File: src/rtl/fifo_n_base_if.sv
// Enqueue/dequeue/status bundle for fifo_n_base.
// master = producer/consumer side, slave = FIFO side.
interface fifo_n_base_if #(
    parameter int width = 32,
    parameter int depth = 4
);
    localparam int cw = $clog2(depth) + 1;

    logic             enq_ena;
    logic [width-1:0] enq_v;
    logic             enq_rdy;
    logic             deq_ena;
    logic             deq_rdy;
    logic [width-1:0] first;
    logic             first_rdy;
    logic [cw-1:0]    count;
    logic             almost_full;
    logic             almost_empty;

    modport master (
        output enq_ena, enq_v, deq_ena,
        input  enq_rdy, deq_rdy, first, first_rdy, count, almost_full, almost_empty
    );

    modport slave (
        input  enq_ena, enq_v, deq_ena,
        output enq_rdy, deq_rdy, first, first_rdy, count, almost_full, almost_empty
    );
endinterface

File: src/rtl/fifo_n_base.sv
// N-entry first-word-fall-through FIFO: ring buffer with a separate occupancy
// counter, almost-full/almost-empty flags, synchronous flush and an optional
// pipelined mode that accepts an enqueue into a full FIFO while it dequeues.
module fifo_n_base #(
    parameter int width     = 32,
    parameter int depth     = 4,
    parameter int pipelined = 0,
    parameter int af_level  = depth - 1,
    parameter int ae_level  = 1
) (
    input  logic          CLK,
    input  logic          nRST,
    input  logic          clear,
    fifo_n_base_if.slave  bus
);
    localparam int pw = $clog2(depth);
    localparam int cw = pw + 1;

    logic [width-1:0] storage [depth];
    logic [pw-1:0]    rd_ptr;
    logic [pw-1:0]    wr_ptr;
    logic [cw-1:0]    cnt;

    logic full;
    logic empty;
    logic enq_ok;
    logic enq_fire;
    logic deq_fire;

    // Handshake decode; in pipelined mode a same-cycle dequeue frees the slot
    // for the incoming word, which makes deq_ena -> enq_rdy combinational.
    always_comb begin
        full     = (cnt == cw'(depth));
        empty    = (cnt == '0);
        enq_ok   = !full || ((pipelined != 0) && bus.deq_ena);
        enq_fire = bus.enq_ena && enq_ok;
        deq_fire = bus.deq_ena && !empty;
    end

    assign bus.enq_rdy      = enq_ok;
    assign bus.deq_rdy      = !empty;
    assign bus.first_rdy    = !empty;
    assign bus.first        = storage[rd_ptr];
    assign bus.count        = cnt;
    assign bus.almost_full  = (cnt >= cw'(af_level));
    assign bus.almost_empty = (cnt <= cw'(ae_level));

    // Pointer/count/storage update; reset beats clear, clear beats traffic,
    // and clear leaves the storage contents alone.
    always_ff @(posedge CLK) begin
        if (!nRST) begin
            rd_ptr <= '0;
            wr_ptr <= '0;
            cnt    <= '0;
            for (int i = 0; i < depth; i++) begin
                storage[i] <= '0;
            end
        end else if (clear) begin
            rd_ptr <= '0;
            wr_ptr <= '0;
            cnt    <= '0;
        end else begin
            if (enq_fire) begin
                storage[wr_ptr] <= bus.enq_v;
                wr_ptr          <= wr_ptr + pw'(1);
            end
            if (deq_fire) begin
                rd_ptr <= rd_ptr + pw'(1);
            end
            case ({enq_fire, deq_fire})
                2'b10:   cnt <= cnt + cw'(1);
                2'b01:   cnt <= cnt - cw'(1);
                default: cnt <= cnt;
            endcase
        end
    end
endmodule

File: src/flat_wrapper.sv
// flat-port wrapper written by rule: the top's interface ports become plain ports
module fifo_n_base_flat 
#(
    parameter int width     = 32,
    parameter int depth     = 4,
    parameter int pipelined = 0,
    parameter int af_level  = depth - 1,
    parameter int ae_level  = 1
)
  (CLK, nRST, clear, bus_enq_ena, bus_enq_v, bus_deq_ena, bus_enq_rdy, bus_deq_rdy, bus_first, bus_first_rdy, bus_count, bus_almost_full, bus_almost_empty);
  fifo_n_base_if #(.width(width), .depth(depth)) bus_i ();
  input  logic CLK;
  input  logic nRST;
  input  logic clear;
  input wire logic [$bits(bus_i.enq_ena)-1:0] bus_enq_ena;
  input wire logic [$bits(bus_i.enq_v)-1:0] bus_enq_v;
  input wire logic [$bits(bus_i.deq_ena)-1:0] bus_deq_ena;
  output wire logic [$bits(bus_i.enq_rdy)-1:0] bus_enq_rdy;
  output wire logic [$bits(bus_i.deq_rdy)-1:0] bus_deq_rdy;
  output wire logic [$bits(bus_i.first)-1:0] bus_first;
  output wire logic [$bits(bus_i.first_rdy)-1:0] bus_first_rdy;
  output wire logic [$bits(bus_i.count)-1:0] bus_count;
  output wire logic [$bits(bus_i.almost_full)-1:0] bus_almost_full;
  output wire logic [$bits(bus_i.almost_empty)-1:0] bus_almost_empty;
  assign bus_i.enq_ena = bus_enq_ena;
  assign bus_i.enq_v = bus_enq_v;
  assign bus_i.deq_ena = bus_deq_ena;
  assign bus_enq_rdy = bus_i.enq_rdy;
  assign bus_deq_rdy = bus_i.deq_rdy;
  assign bus_first = bus_i.first;
  assign bus_first_rdy = bus_i.first_rdy;
  assign bus_count = bus_i.count;
  assign bus_almost_full = bus_i.almost_full;
  assign bus_almost_empty = bus_i.almost_empty;
  fifo_n_base #(.width(width), .depth(depth), .pipelined(pipelined), .af_level(af_level), .ae_level(ae_level)) u_core (.CLK(CLK), .nRST(nRST), .clear(clear), .bus(bus_i));
endmodule
File: config.mk
export PLATFORM = sky130hd
export DESIGN_NAME = fifo_n_base_flat
export DESIGN_NICKNAME = d
export VERILOG_FILES = /design/src/rtl/fifo_n_base_if.sv /design/src/rtl/fifo_n_base.sv /design/src/flat_wrapper.sv
export SDC_FILE = /design/constraint.sdc
export NUM_CORES = 1
export LEC_CHECK = 0
export ABC_CLOCK_PERIOD_IN_PS = 11300
export BUFFER_PORTS_ARGS = -buffer_cell sky130_fd_sc_hd__buf_2
export CAP_MARGIN = 10
export CORE_MARGIN = 3
export CORE_UTILIZATION = 55
export DETAILED_ROUTE_END_ITERATION = 12
export GPL_TIMING_DRIVEN = 0
export PLACE_DENSITY = 0.85
export SLEW_MARGIN = 10
export SYNTH_ARGS = -nofsm -noshare
export SYNTH_HDL_FRONTEND = slang
export SYNTH_SLANG_ARGS = --single-unit
File: constraint.sdc
create_clock -name CLK -period 11.3 [get_ports CLK]
set_input_delay 0.565 -clock CLK [delete_from_list [all_inputs] [get_ports CLK]]
set_output_delay 0.565 -clock CLK [all_outputs]
set_load 0.02 [all_outputs]
==> PnR_summary.wiki, run 1 <==
{| class="wikitable"
! Metric !! Value
|-
| Flop2flop setup slack || 8.52 ns
|-
| Global-route wire length before repair || 20.5 mm
|-
| Unrepaired setup endpoints after global routing || no
|-
| Number of iterations in the first detailed-routing pass || 4
|-
| Type of the tightest min-delay check || input port to register
|-
| Clock latency on the worst-skew pair || 0.52 ns
|-
| Main flop type after synthesis || sky130_fd_sc_hd__edfxtp_1
|-
| Number of hold violations in the final report || 0
|-
| Final Skew || 0.0128 ns
|-
| Filler instances || roughly 640
|-
| Buffer and inverter count on the worst path || 3
|-
| Fraction of final layout cells sized beyond drive strength 1 || 0.346
|-
| Max Transition Viols Final || 0
|-
| Required arrival time at the worst endpoint || 10.74 ns
|-
| Adder and majority cell fraction of the synthesized area || 0.0124
|-
| Top post-synthesis cells by area || sky130_fd_sc_hd__edfxtp_1 63%, sky130_fd_sc_hd__and2_1 13%, sky130_fd_sc_hd__mux4_2 12%
|-
| Placed wire-length estimate after detailed placement || between 8 and 9 mm
|-
| Total vias in the final route || around 3500
|-
| Area growth syn-to-layout || 20.8%
|-
| Antenna-violating nets left || 0
|-
| Highest cell delay on the worst timing path || 0.61 ns
|-
| Sequential share of the synthesized area || 0.665
|-
| Die Ht || ~110 µm
|-
| Fraction of the mapped netlist area in compound gates || 0.0167
|-
| Overflow left after global routing || 0
|-
| Category of the worst setup path launch point || register
|-
| Xor/xnor share of the synthesized area || 0.00289
|-
| Count of cells along the worst register-to-register path || 7
|-
| Number of setup violations in the final report || 0
|-
| Part of the cycle the worst path needs || 0.261
|-
| Net count after synthesis || 416
|-
| Die Area || 12300 µm²
|-
| H-tree levels || 4
|-
| Post-synth EDFFs || 128
|-
| Clock transition time at the flip-flop clock pins of the worst setup and hold paths || roughly 0.060 ns
|-
| Total DRC errors in the routed layout || 0
|-
| Detail-routed via count per cell || 5.56
|-
| Peak supply drop || 0.100 mV
|-
| CTS sink cnt || approximately 140
|-
| Power density over cell area || 167 nW/µm²
|-
| I/O pin count || 77
|-
| Pleak || about 0.0029 µW
|-
| Effective utilization at floorplan || 0.576
|-
| List of most frequent post-synthesis cells || 128 x sky130_fd_sc_hd__and2_1, 128 x sky130_fd_sc_hd__edfxtp_1, 32 x sky130_fd_sc_hd__mux4_2
|-
| Number of nets at the end of the flow || 519
|-
| Largest area contributor in the netlist || sky130_fd_sc_hd__edfxtp_1
|-
| Number of gates resized after cts || 0
|-
| Cell breakdown of the critical path || clkbuf_1, buf_2, mux4_2, buf_2
|-
| Normalized max-slew margin || 0.514
|-
| Fraction of synthesized cell area taken by the top area cell type || 0.635
|-
| TritonCTS Buffers || 17
|-
| Root Buffer || sky130_fd_sc_hd__clkbuf_8
|-
| Post-synthesis mux area share || 0.119
|-
| Final RePlAce weighted congestion || about 0.76
|-
| DRC violation total after the first TritonRoute iteration || roughly 240
|-
| CP arrival || 2.39 ns
|-
| Worst setup path category || register to primary output
|-
| Largest buffer count on any clock path || 2
|-
| Worst R2R Start || u_core.bus.count[0]
|-
| Top fanout value on the critical path || 10
|-
| Total Negative Setup Slacks || 0 ns
|-
| CTS tree || yes
|-
| Critical Path Sink Type || primary output
|-
| Post-CTS Repair Setup Buffers || 0
|-
| Worst Setup EP || bus_first[31]
|-
| Worst R2R End || u_core.storage[1][16]
|-
| Die outline width || about 110 µm
|-
| Netlist cell types || 29
|-
| Synth warn || 0
|-
| Largest net degree at the start of global routing || 19
|-
| Final critical delay including setup and external delays || 2.95 ns
|-
| GR Util All Layers || 0.221
|-
| Result of the run || finished clean
|-
| Antenna violations before repair || 0
|-
| Post-Syn Instances || 373
|-
| Post-CTS Hold Buffers || 0
|-
| Synth async-reset ratio || 0
|-
| Worst hold path cell count || 2
|-
| CP delay by family, top || buffers and inverters
|-
| Stages on the worst setup path || 4
|-
| Avg Cell Area, Syn || ~16 µm²
|-
| Area fraction in and, or, nand and nor cells after synthesis || 0.159
|-
| Vias in the first global route || about 3900
|-
| Cell row count || 37
|-
| Hold slack final || 0.350 ns
|-
| Transition time at the pin with the least slew margin || 0.730 ns
|-
| Netlist area before placement || 6050 µm²
|-
| Total Wirelength || between 10 and 15 mm
|-
| Largest family of logic cells by synthesized area || simple AND/OR/NAND/NOR gates
|-
| Crit-path most repeated cell || sky130_fd_sc_hd__buf_2
|-
| Achievable Freq || between 300 and 400 MHz
|-
| Critical-path top delay cell || sky130_fd_sc_hd__mux4_2
|-
| Number of antenna cells inserted || 0
|-
| Max-capacitance violation count || 0
|-
| Area of the core || between 10000 and 15000 µm²
|-
| DR WL/cell || 20.5 µm
|-
| Port bufs || 76
|-
| Register bit total from synthesis || 137
|}
-- area by class of cell --
type	count	area [µm²]	share of cell area
Buffer	21	118	0.0161
Clock buffer	19	422	0.0577
Clock inverter	13	153	0.0209
Inverter	9	33.8	0.00462
Multi-Input combinational cell	206	1890	0.259
Sequential cell	137	4020	0.550
Tap cell	136	170	0.0233
Timing Repair Buffer	84	498	0.0681
-- cell families after synthesis --
family / after synthesis
flip-flops: 137
multiplexers: 32
AO/OA/AOI/OAI: 15
adder cells (fa/ha/maj): 6
XOR/XNOR: 2
AND/OR/NAND/NOR: 151
buffers and inverters: 30
-- state kept, by name, summed over array words and instances, names as in the netlist, named ones only --
signal	count
u_core.wr_ptr	2
u_core.storage	128
u_core.rd_ptr	2
u_core.bus.count	3
-- power by group --
part / leakage, µW / switching (µW) / total (µW) / internal, µW
Combinational: 0.00117 / 57.0 / 95.8 / 38.8
Clock: 0.000283 / 203 / 537 / 334
Sequential: 0.00140 / 7.69 / 586 / 578
-- how the worst min path moves through the flow --
stage	endpoint	start
after floorplan	register	u_core.rd_ptr[1]
after global placement	u_core.rd_ptr[1]	u_core.rd_ptr[1]
after detailed placement	register	u_core.rd_ptr[0]
after CTS	u_core.storage[3][25]	bus_enq_v[25]
after global routing	u_core.storage[0][23]	bus_enq_v[23]
final	u_core.storage[1][28]	bus_enq_v[28]
-- worst reg2reg max path, stage by stage, from the launching register on --
cell	delay (ns)
sky130_fd_sc_hd__dfxtp_1	0.41
sky130_fd_sc_hd__inv_1	0.12
sky130_fd_sc_hd__ha_1	0.27
sky130_fd_sc_hd__a21boi_4	0.20
sky130_fd_sc_hd__inv_2	0.13
sky130_fd_sc_hd__nor4_4	0.54
sky130_fd_sc_hd__nand2b_2	0.57
sky130_fd_sc_hd__buf_16	0.23
-- cells in the final DEF (no fill, tap or decap), types with 5 or more instances in the layout --
master	n
sky130_fd_sc_hd__a21oi_1	6
sky130_fd_sc_hd__and2_1	128
sky130_fd_sc_hd__buf_2	87
sky130_fd_sc_hd__buf_4	5
sky130_fd_sc_hd__clkbuf_1	8
sky130_fd_sc_hd__clkbuf_16	16
sky130_fd_sc_hd__clkinv_2	5
sky130_fd_sc_hd__dfxtp_1	9
sky130_fd_sc_hd__edfxtp_1	128
sky130_fd_sc_hd__ha_1	6
sky130_fd_sc_hd__inv_1	8
sky130_fd_sc_hd__mux4_2	32
sky130_fd_sc_hd__nor2_1	7
-- routing by layer --
metal | vias up | track usage | routed length, µm
met1 | 1732 | 0.253 | 4770
met4 | 0 | 0.133 | 445
met5 | - | 0 | 0
met3 | 30 | 0.0573 | 863
met2 | 139 | 0.373 | 6750
li1 | 1576 | - | -
-- per-stage QoR --
| step | setup WS (ns) | utilization | power (µW) | instances | instance area (µm²) |
|---|---|---|---|---|---|
| 6_report | 8.35 | 0.696 | 1220 | 625 | 7310 |
| 4_1_cts | 8.31 | 0.696 | 1220 | 625 | 7310 |
| 5_1_grt | 8.22 | 0.696 | 1250 | 625 | 7310 |
| 2_1_floorplan | 6.29 | - | 651 | 373 | 6050 |
| 3_3_place_gp | 4.12 | 0.628 | 682 | 585 | 6600 |
| 3_5_place_dp | 8.55 | 0.641 | 691 | 593 | 6740 |
(Power assumes the default switching activity.)
==> run 2, diff against run 1 <==
--- a/config.mk
+++ b/config.mk
@@ -5,11 +5,11 @@
 export SDC_FILE = /design/constraint.sdc
 export NUM_CORES = 1
 export LEC_CHECK = 0
-export ABC_CLOCK_PERIOD_IN_PS = 11300
+export ABC_CLOCK_PERIOD_IN_PS = 2700
 export BUFFER_PORTS_ARGS = -buffer_cell sky130_fd_sc_hd__buf_2
 export CAP_MARGIN = 10
 export CORE_MARGIN = 3
-export CORE_UTILIZATION = 55
+export CORE_UTILIZATION = 52
 export DETAILED_ROUTE_END_ITERATION = 12
 export GPL_TIMING_DRIVEN = 0
 export PLACE_DENSITY = 0.85
==> constraint.sdc (replaced) <==
create_clock -name CLK -period 2.7 [get_ports CLK]
set_input_delay 0.135 -clock CLK [delete_from_list [all_inputs] [get_ports CLK]]
set_output_delay 0.135 -clock CLK [all_outputs]
set_load 0.02 [all_outputs]
==> run 2 against run 1 <==
Net effect: critical path depth increased by 2; sequential power grew to 4.2 times the previous value; clock power rose to 4.3 times the previous value; wire length down 5.6%; sequential share of layout area about the same; flip-flop and latch count did not move; highest routed layer is now met5; setup slack got worse by 8.2 ns.
==> PnR_summary.wiki, run 2 (synthesis gave the netlist of run 1 again) <==
{| class="wikitable"
! Metric !! Value
|-
| Category of the worst setup path launch point || register
|-
| DRC violation total after the first TritonRoute iteration || 236 (-3.3%)
|-
| Critical Path Sink Type || register
|-
| Power density over cell area || 706 nW/µm² (+320%)
|-
| Largest buffer count on any clock path || 2 (unchanged)
|-
| Root Buffer || sky130_fd_sc_hd__clkbuf_16
|-
| Clock transition time at the flip-flop clock pins of the worst setup and hold paths || 0.06 ns (about the same)
|-
| Largest register by flop count || u_core.storage
|-
| Number of iterations in the first detailed-routing pass || 5 (+1)
|-
| Overflow left after global routing || 0 (unchanged)
|-
| Antenna violations before repair || 1 (+1)
|-
| Type of the tightest min-delay check || input port to register
|-
| Highest cell delay on the worst timing path || 0.58 ns (-0.03 ns)
|-
| Total Wirelength || 12.1 mm (-5.6%)
|-
| Total vias in the final route || 3434 (-1.2%)
|-
| Switching share of power || 0.221 (+0.00166)
|-
| Vias in the first global route || 3630 (-6.5%)
|-
| Max Transition Viols Final || 0 (unchanged)
|-
| Normalized max-slew margin || 0.500 (-0.0133)
|-
| Fraction of final layout cells sized beyond drive strength 1 || 0.352 (+0.00625)
|-
| Commonest non-fill, non-tap cells in the layout || 128 x sky130_fd_sc_hd__and2_1, 128 x sky130_fd_sc_hd__edfxtp_1, 86 x sky130_fd_sc_hd__buf_2, 32 x sky130_fd_sc_hd__mux4_2, 17 x sky130_fd_sc_hd__clkbuf_16
|-
| Final Skew || 0.00693 ns (-0.00584 ns)
|-
| Net Switching || 1140 µW (+330%)
|-
| Count of cells along the worst register-to-register path || 6 (-1)
|-
| Area growth syn-to-layout || 20.9%
|-
| Worst R2R End || u_core.storage[1][27]
|-
| CP arrival || 2.56 ns (+0.17 ns)
|-
| Internal cell power || 4030 µW (+320%)
|-
| Global-route wire length before repair || 19.1 mm (-7.0%)
|-
| Instance area after placement || 6710 µm² (-0.37%)
|-
| Result of the run || finished clean
|-
| Cell breakdown of the critical path || inv_1, ha_1, a21boi_4, inv_2, nor4_4, nand2b_4
|-
| DR WL/cell || 19.3 µm (-5.8%)
|-
| Effective utilization at floorplan || 0.544 (-0.0319)
|-
| Largest net degree at the start of global routing || 33 (+14)
|-
| Part of the total power dissipated in combinational logic || 0.076 (-0.003)
|-
| CTS sink cnt || 137 (unchanged)
|-
| Total Negative Setup Slacks || 0 ns (unchanged)
|-
| Final non-filler cell area || 7320 µm² (+0.10%)
|-
| Antenna-violating nets left || 0 (unchanged)
|-
| Sequential share of power || 0.474 (-0.007)
|-
| Worst setup path category || register to register
|-
| Worst R2R Start || u_core.bus.count[0]
|-
| Worst setup margin || 0.190 ns (-8.16 ns)
|-
| Pre-CTS setup slack || -0.0795 ns (-8.63 ns)
|-
| Detail-routed via count per cell || 5.49 (-1.4%)
|-
| Part of the cycle the worst path needs || 0.930
|-
| Worst Setup EP || u_core.storage[1][27]
|-
| CTS tree || yes
|-
| Peak supply drop || 0.408 mV (+310%)
|-
| GR Util All Layers || 0.201 (-0.0197)
|-
| Achievable Freq || between 300 and 400 MHz
|-
| Number of setup violations in the final report || 0 (unchanged)
|-
| Port bufs || 76 (unchanged)
|-
| Placed wire-length estimate after detailed placement || 7.91 mm (-1.3%)
|-
| Number of nets at the end of the flow || 516 (-0.58%)
|-
| Pleak || 0.00284 µW (-0.53%)
|-
| Total DRC errors in the routed layout || 0 (unchanged)
|-
| Flop2flop setup slack || 0.19 ns (-8.33 ns)
|-
| Top fanout value on the critical path || 32 (+22)
|-
| I/O pin count || 77 (unchanged)
|-
| Flip-flop count of the largest register after layout || 128 (unchanged)
|-
| Die Ht || 114 µm (+2.7%)
|-
| Transition time at the pin with the least slew margin || 0.750 ns (+0.0199 ns)
|-
| Required arrival time at the worst endpoint || 2.75 ns (-7.99 ns)
|-
| Number of hold violations in the final report || 0 (unchanged)
|-
| Die outline width || 114 µm (+2.7%)
|-
| Final RePlAce weighted congestion || 0.740 (-2.1%)
|-
| TritonCTS Buffers || 17 (unchanged)
|-
| Clock share of power || 0.450 (+0.009)
|-
| Unrepaired setup endpoints after global routing || no
|-
| Die Area || 13000 µm² (+5.5%)
|-
| First element of the critical path || u_core.bus.count[0]
|-
| Cell row count || 38 (+2.7%)
|-
| Max-capacitance violation count || 0 (unchanged)
|-
| Clock latency on the worst-skew pair || 0.41 ns (-0.11 ns)
|-
| H-tree levels || 4 (unchanged)
|-
| Final critical delay including setup and external delays || roughly 2.5 ns
|-
| Number of antenna cells inserted || 0 (unchanged)
|-
| Post-CTS Repair Setup Buffers || 0 (unchanged)
|-
| Critical-path top delay cell || sky130_fd_sc_hd__nand2b_4
|-
| Area of the core || 11100 µm² (+5.9%)
|}
run 2: stage by stage:
step / utilization / hold WS [ns] / cells / power, µW
floorplan: - / 0.324 / 373 / 2730
global placement: 0.596 / 0.439 / 589 / 2860
detailed placement: 0.603 / 0.447 / 594 / 2890
CTS: 0.658 / 0.0151 / 626 / 5200
global route: 0.658 / 0.0226 / 626 / 5320
finish: 0.658 / 0.0283 / 626 / 5170
run 2: power by group through the flow:
| stage | clock (µW) | combinational, µW | sequential (µW) |
|---|---|---|---|
| global route | 2440 | 425 | 2460 |
| CTS | 2350 | 398 | 2450 |
| finish | 2330 | 392 | 2450 |
| detailed placement | 0 | 396 | 2490 |
| global placement | 0 | 371 | 2490 |
| floorplan | 0 | 240 | 2490 |
run 2: critical path, delay by kind of cell (launching register included):
kind	cells	cell delay (ns)
adder cells (fa/ha/maj)	1	0.26
flip-flops	1	0.38
AND/OR/NAND/NOR	2	1.06
buffers and inverters	2	0.24
AO/OA/AOI/OAI	1	0.20
run 2: area by class of cell:
cell class	instances	area (µm²)
clock inverter	15	176
timing repair buffer	81	454
tap	140	175
clock buffer	17	425
multi-input combinational	206	1910
sequential	137	4030
inverter	9	33.8
buffer	21	118
fill	780	3810
run 2: worst min-delay path by stage:
stage / cells past startpoint / startpoint / end
after floorplan: 2 / bus_deq_ena / register
after global placement: 2 / bus_enq_v[12] / u_core.storage[2][12]
after detailed placement: 2 / bus_enq_v[5] / u_core.storage[1][5]
after CTS: 2 / bus_enq_v[16] / u_core.storage[3][16]
after global routing: 2 / bus_enq_v[4] / u_core.storage[3][4]
final: 2 / bus_enq_v[16] / u_core.storage[3][16]
run 2: metal layers:
layer	vias to the layer above	track usage	wire (µm)
met5	-	0	13
met4	2	0.0816	238
met3	23	0.0578	975
met2	143	0.327	6030
met1	1688	0.257	4850
li1	1578	-	-
run 2: what timing repair did:
| item | CTS | global route |
|---|---|---|
| resized for setup | 1 | 0 |
| endpoints found under the setup margin | 32 | 0 |
| hold buffers | 0 | 0 |
==> run 3, diff against run 2 <==
--- a/config.mk
+++ b/config.mk
@@ -5,6 +5,7 @@
 export SDC_FILE = /design/constraint.sdc
 export NUM_CORES = 1
 export LEC_CHECK = 0
+export ABC_AREA = 1
 export ABC_CLOCK_PERIOD_IN_PS = 2700
 export BUFFER_PORTS_ARGS = -buffer_cell sky130_fd_sc_hd__buf_2
 export CAP_MARGIN = 10
@@ -12,7 +13,7 @@
 export CORE_UTILIZATION = 52
 export DETAILED_ROUTE_END_ITERATION = 12
 export GPL_TIMING_DRIVEN = 0
-export PLACE_DENSITY = 0.85
+export PLACE_DENSITY = 0.84
 export SLEW_MARGIN = 10
 export SYNTH_ARGS = -nofsm -noshare
 export SYNTH_HDL_FRONTEND = slang
==> constraint.sdc (replaced) <==
create_clock -name CLK -period 2.7 [get_ports CLK]
set_input_delay 0.54 -clock CLK [delete_from_list [all_inputs] [get_ports CLK]]
set_output_delay 0.54 -clock CLK [all_outputs]
set_load 0.02 [all_outputs]
==> run 3 against run 2 <==
Net effect: final cell count increased by 31%; setup slack got worse by 0.081 ns; non-clock buffer count increased by 12; sequential share of layout area decreased by 1.7 points; critical path depth decreased by 1; via count increased by 38%; wire length increased by 29%; clock power increased by 3%; final area increased by 3.1%; worst hold slack improved by 0.45 ns; count of clock-buffer cells in the layout unchanged; critical endpoint is now bus_first[31].
==> PnR_summary.wiki, run 3 <==
{| class="wikitable"
! Metric !! Value
|-
| Result of the run || finished clean
|-
| Category of the worst setup path launch point || register
|-
| Number of setup violations in the final report || 0 (unchanged)
|-
| Overflow left after global routing || 0 (unchanged)
|-
| Largest net degree at the start of global routing || 33 (unchanged)
|-
| Top fanout value on the critical path || 10 (-69%)
|-
| Flop2flop setup slack || 0.30 ns (+0.11 ns)
|-
| Peak supply drop || 0.469 mV (+15%)
|-
| Clock transition time at the flip-flop clock pins of the worst setup and hold paths || 0.06 ns (about the same)
|-
| Detail-routed via count per cell || 5.77 (+5.2%)
|-
| Avg Cell Area, Syn || 11.1 µm² (-32%)
|-
| Placed wire-length estimate after detailed placement || 10.1 mm (+28%)
|-
| Number of hold violations in the final report || 0 (unchanged)
|-
| Fraction of synthesized cell area taken by the top area cell type || 0.614 (-0.0214)
|-
| Sequential share of the synthesized area || 0.642 (-0.0224)
|-
| Antenna-violating nets left || 0 (unchanged)
|-
| Most numerous cell in the Yosys netlist || sky130_fd_sc_hd__nor2_1
|-
| Worst R2R Start || u_core.bus.count[0]
|-
| Register bit total from synthesis || 137 (unchanged)
|-
| Critical Path Sink Type || primary output
|-
| GR Util All Layers || 0.242 (+0.0404)
|-
| Area growth syn-to-layout || 20.5%
|-
| Largest area contributor in the netlist || sky130_fd_sc_hd__edfxtp_1
|-
| Number of iterations in the first detailed-routing pass || 5 (unchanged)
|-
| Post-layout total power || 5430 µW (+5.1%)
|-
| Transition time at the pin with the least slew margin || 0.840 ns (+0.0908 ns)
|-
| Vias in the first global route || 4653 (+28%)
|-
| Post-Syn Instances || 565 (+51%)
|-
| I/O pin count || 77 (unchanged)
|-
| Final Skew || 0.00757 ns (+0.000637 ns)
|-
| DRC violation total after the first TritonRoute iteration || 557 (+140%)
|-
| Worst R2R End || u_core.storage[0][11]
|-
| Total Wirelength || 15.6 mm (+29%)
|-
| Largest buffer count on any clock path || 2 (unchanged)
|-
| Max Transition Viols Final || 0 (unchanged)
|-
| H-tree levels || 4 (unchanged)
|-
| Port bufs || 76 (unchanged)
|-
| Max-capacitance violation count || 0 (unchanged)
|-
| Power density over cell area || 720 nW/µm² (+1.9%)
|-
| Effective utilization at floorplan || 0.539 (-0.00465)
|-
| Total DRC errors in the routed layout || 0 (unchanged)
|-
| Required arrival time at the worst endpoint || 2.16 ns (-0.59 ns)
|-
| Filler instances || 848 (+8.7%)
|-
| Net count after synthesis || 608 (+46%)
|-
| Achievable Freq || 386 MHz (-3.1%)
|-
| CTS sink cnt || 137 (unchanged)
|-
| Count of cells along the worst register-to-register path || 9 (+3)
|-
| Clock latency on the worst-skew pair || 0.41 ns (about the same)
|-
| Cell row count || 39 (+2.6%)
|-
| Synth async-reset ratio || 0 (unchanged)
|-
| Normalized max-slew margin || 0.438 (-0.0625)
|-
| Netlist cell types || 26 (-10%)
|-
| Number of gates resized after cts || 1 (unchanged)
|-
| Final RePlAce weighted congestion || 0.836 (+13%)
|-
| Post-CTS Hold Buffers || 0 (unchanged)
|-
| CP arrival || 2.05 ns (-0.51 ns)
|-
| Top post-synthesis cells by area || sky130_fd_sc_hd__edfxtp_1 61%, sky130_fd_sc_hd__nor2_1 9.3%, sky130_fd_sc_hd__o21ai_0 5.1%
|-
| Antenna violations before repair || 0 (-1)
|-
| Die Area || 13400 µm² (+3.3%)
|-
| Final critical delay including setup and external delays || 2.59 ns (+0.0814 ns)
|-
| Flip-flop count of the largest register after layout || 128 (unchanged)
|-
| Commonest non-fill, non-tap cells in the layout || 154 x sky130_fd_sc_hd__nor2_1, 128 x sky130_fd_sc_hd__edfxtp_1, 85 x sky130_fd_sc_hd__buf_2, 64 x sky130_fd_sc_hd__o21ai_0, 44 x sky130_fd_sc_hd__inv_1
|-
| Die outline width || 116 µm (+1.6%)
|-
| Final non-filler cell area || 7550 µm² (+3.1%)
|-
| Synth warn || 0 (unchanged)
|-
| Part of the cycle the worst path needs || 0.960 (+0.0301)
|-
| Total vias in the final route || 4727 (+38%)
|-
| Unrepaired setup endpoints after global routing || no
|-
| Filler-free cell count of the finished design || 819 (+31%)
|-
| Instance area after placement || 6920 µm² (+3.1%)
|-
| Global-route wire length before repair || 24.3 mm (+27%)
|-
| Dpl cells || 787 (+32%)
|-
| Worst setup margin || 0.109 ns (-0.0814 ns)
|-
| List of most frequent post-synthesis cells || 155 x sky130_fd_sc_hd__nor2_1, 128 x sky130_fd_sc_hd__edfxtp_1, 64 x sky130_fd_sc_hd__o21ai_0
|-
| Largest register by flop count || u_core.storage
|-
| Post-CTS Repair Setup Buffers || 0 (unchanged)
|-
| Netlist area before placement || 6260 µm² (+3.5%)
|-
| CTS tree || yes
|-
| Number of nets at the end of the flow || 706 (+37%)
|-
| Pleak || 0.00305 µW (+7.7%)
|-
| Number of antenna cells inserted || 0 (unchanged)
|-
| DR WL/cell || 19.1 µm (-1.4%)
|-
| Post-synth EDFFs || 128 (unchanged)
|-
| Area of the core || 11600 µm² (+4.4%)
|-
| TritonCTS Buffers || 17 (unchanged)
|-
| Main flop type after synthesis || sky130_fd_sc_hd__edfxtp_1
|-
| Type of the tightest min-delay check || input port to register
|-
| Leading cell type in the layout, fill and taps excluded || sky130_fd_sc_hd__nor2_1
|-
| Pre-CTS setup slack || 0.296 ns (+0.375 ns)
|-
| Worst Setup EP || bus_first[31]
|-
| Root Buffer || sky130_fd_sc_hd__clkbuf_16
|-
| Die Ht || 116 µm (+1.6%)
|-
| Worst setup path category || register to primary output
|-
| Fraction of final layout cells sized beyond drive strength 1 || 0.299 (-0.0530)
|}
==> run 3: cell count changes in the layout (fill, tap and decap cells not counted), moves of 11 or more <==
| cell | before | now |
|---|---|---|
| sky130_fd_sc_hd__and2_1 | 128 | 0 |
| sky130_fd_sc_hd__inv_1 | 8 | 44 |
| sky130_fd_sc_hd__mux4_2 | 32 | 0 |
| sky130_fd_sc_hd__nand2_1 | 3 | 14 |
| sky130_fd_sc_hd__nor2_1 | 7 | 154 |
| sky130_fd_sc_hd__nor2_2 | 0 | 20 |
| sky130_fd_sc_hd__nor3_2 | 0 | 28 |
| sky130_fd_sc_hd__o21ai_0 | 3 | 64 |
| sky130_fd_sc_hd__o22ai_1 | 0 | 32 |
==> run 3: where the power goes <==
group / leakage, µW / total, µW / switching [µW] / internal, µW
combinational: 0.00138 / 567 / 394 / 173
clock: 0.000289 / 2400 / 922 / 1470
sequential: 0.00139 / 2470 / 36.4 / 2440
total: 0.00305 / 5430 / 1350 / 4080
==> run 3: layer usage <==
metal	GRT usage	wire length [µm]	vias up
li1	-	-	2141
met1	0.312	6090	2287
met2	0.398	7810	254
met3	0.0507	1280	45
met4	0.105	425	0
met5	0	0	-
==> run 3: cells by family after synthesis <==
family,share of synthesized area
AND/OR/NAND/NOR,0.191
adder cells (fa/ha/maj),0.0120
AO/OA/AOI/OAI,0.0895
flip-flops,0.642
buffers and inverters,0.0641
XOR/XNOR,0.00140
==> run 3: critical path, cell delays in order, from the launching register on <==
cell and delay, ns:
sky130_fd_sc_hd__dfxtp_1 0.41, sky130_fd_sc_hd__inv_1 0.17, sky130_fd_sc_hd__clkbuf_1 0.46, sky130_fd_sc_hd__o21ai_0 0.19, sky130_fd_sc_hd__o22ai_1 0.20, sky130_fd_sc_hd__buf_2 0.20
==> run 3: through the flow <==
stage	setup TNS, ns	utilization	hold slack, ns
floorplan	0	-	0.473
global placement	-24.20	0.588	0.488
detailed placement	0	0.596	0.516
CTS	0	0.649	0.464
global route	0	0.650	0.476
finish	0	0.650	0.474
==> run 3: final cells by class <==
cell class | instances | area, µm² | share of cell area
multi-input cells | 345 | 1850 | 0.246
well taps | 143 | 179 | 0.0237
flip-flops and latches | 137 | 4020 | 0.533
inverters | 48 | 180 | 0.0239
plain buffers | 35 | 229 | 0.0303
clock buffers | 17 | 425 | 0.0564
clock inverters | 15 | 193 | 0.0255
repair buffers | 79 | 463 | 0.0613
==> run 3: worst min-delay path by stage <==
| stage | startpoint | to | slack (ns) | cells past startpoint |
|---|---|---|---|---|
| global placement | u_core.wr_ptr[1] | u_core.wr_ptr[1] | 0.49 | 2 |
| floorplan | u_core.rd_ptr[0] | register | 0.47 | 2 |
| CTS | clear | u_core.wr_ptr[0] | 0.46 | 4 |
| detailed placement | u_core.wr_ptr[1] | u_core.wr_ptr[1] | 0.52 | 2 |
| finish | clear | u_core.wr_ptr[0] | 0.47 | 4 |
| global route | bus_enq_v[10] | u_core.storage[0][10] | 0.48 | 3 |
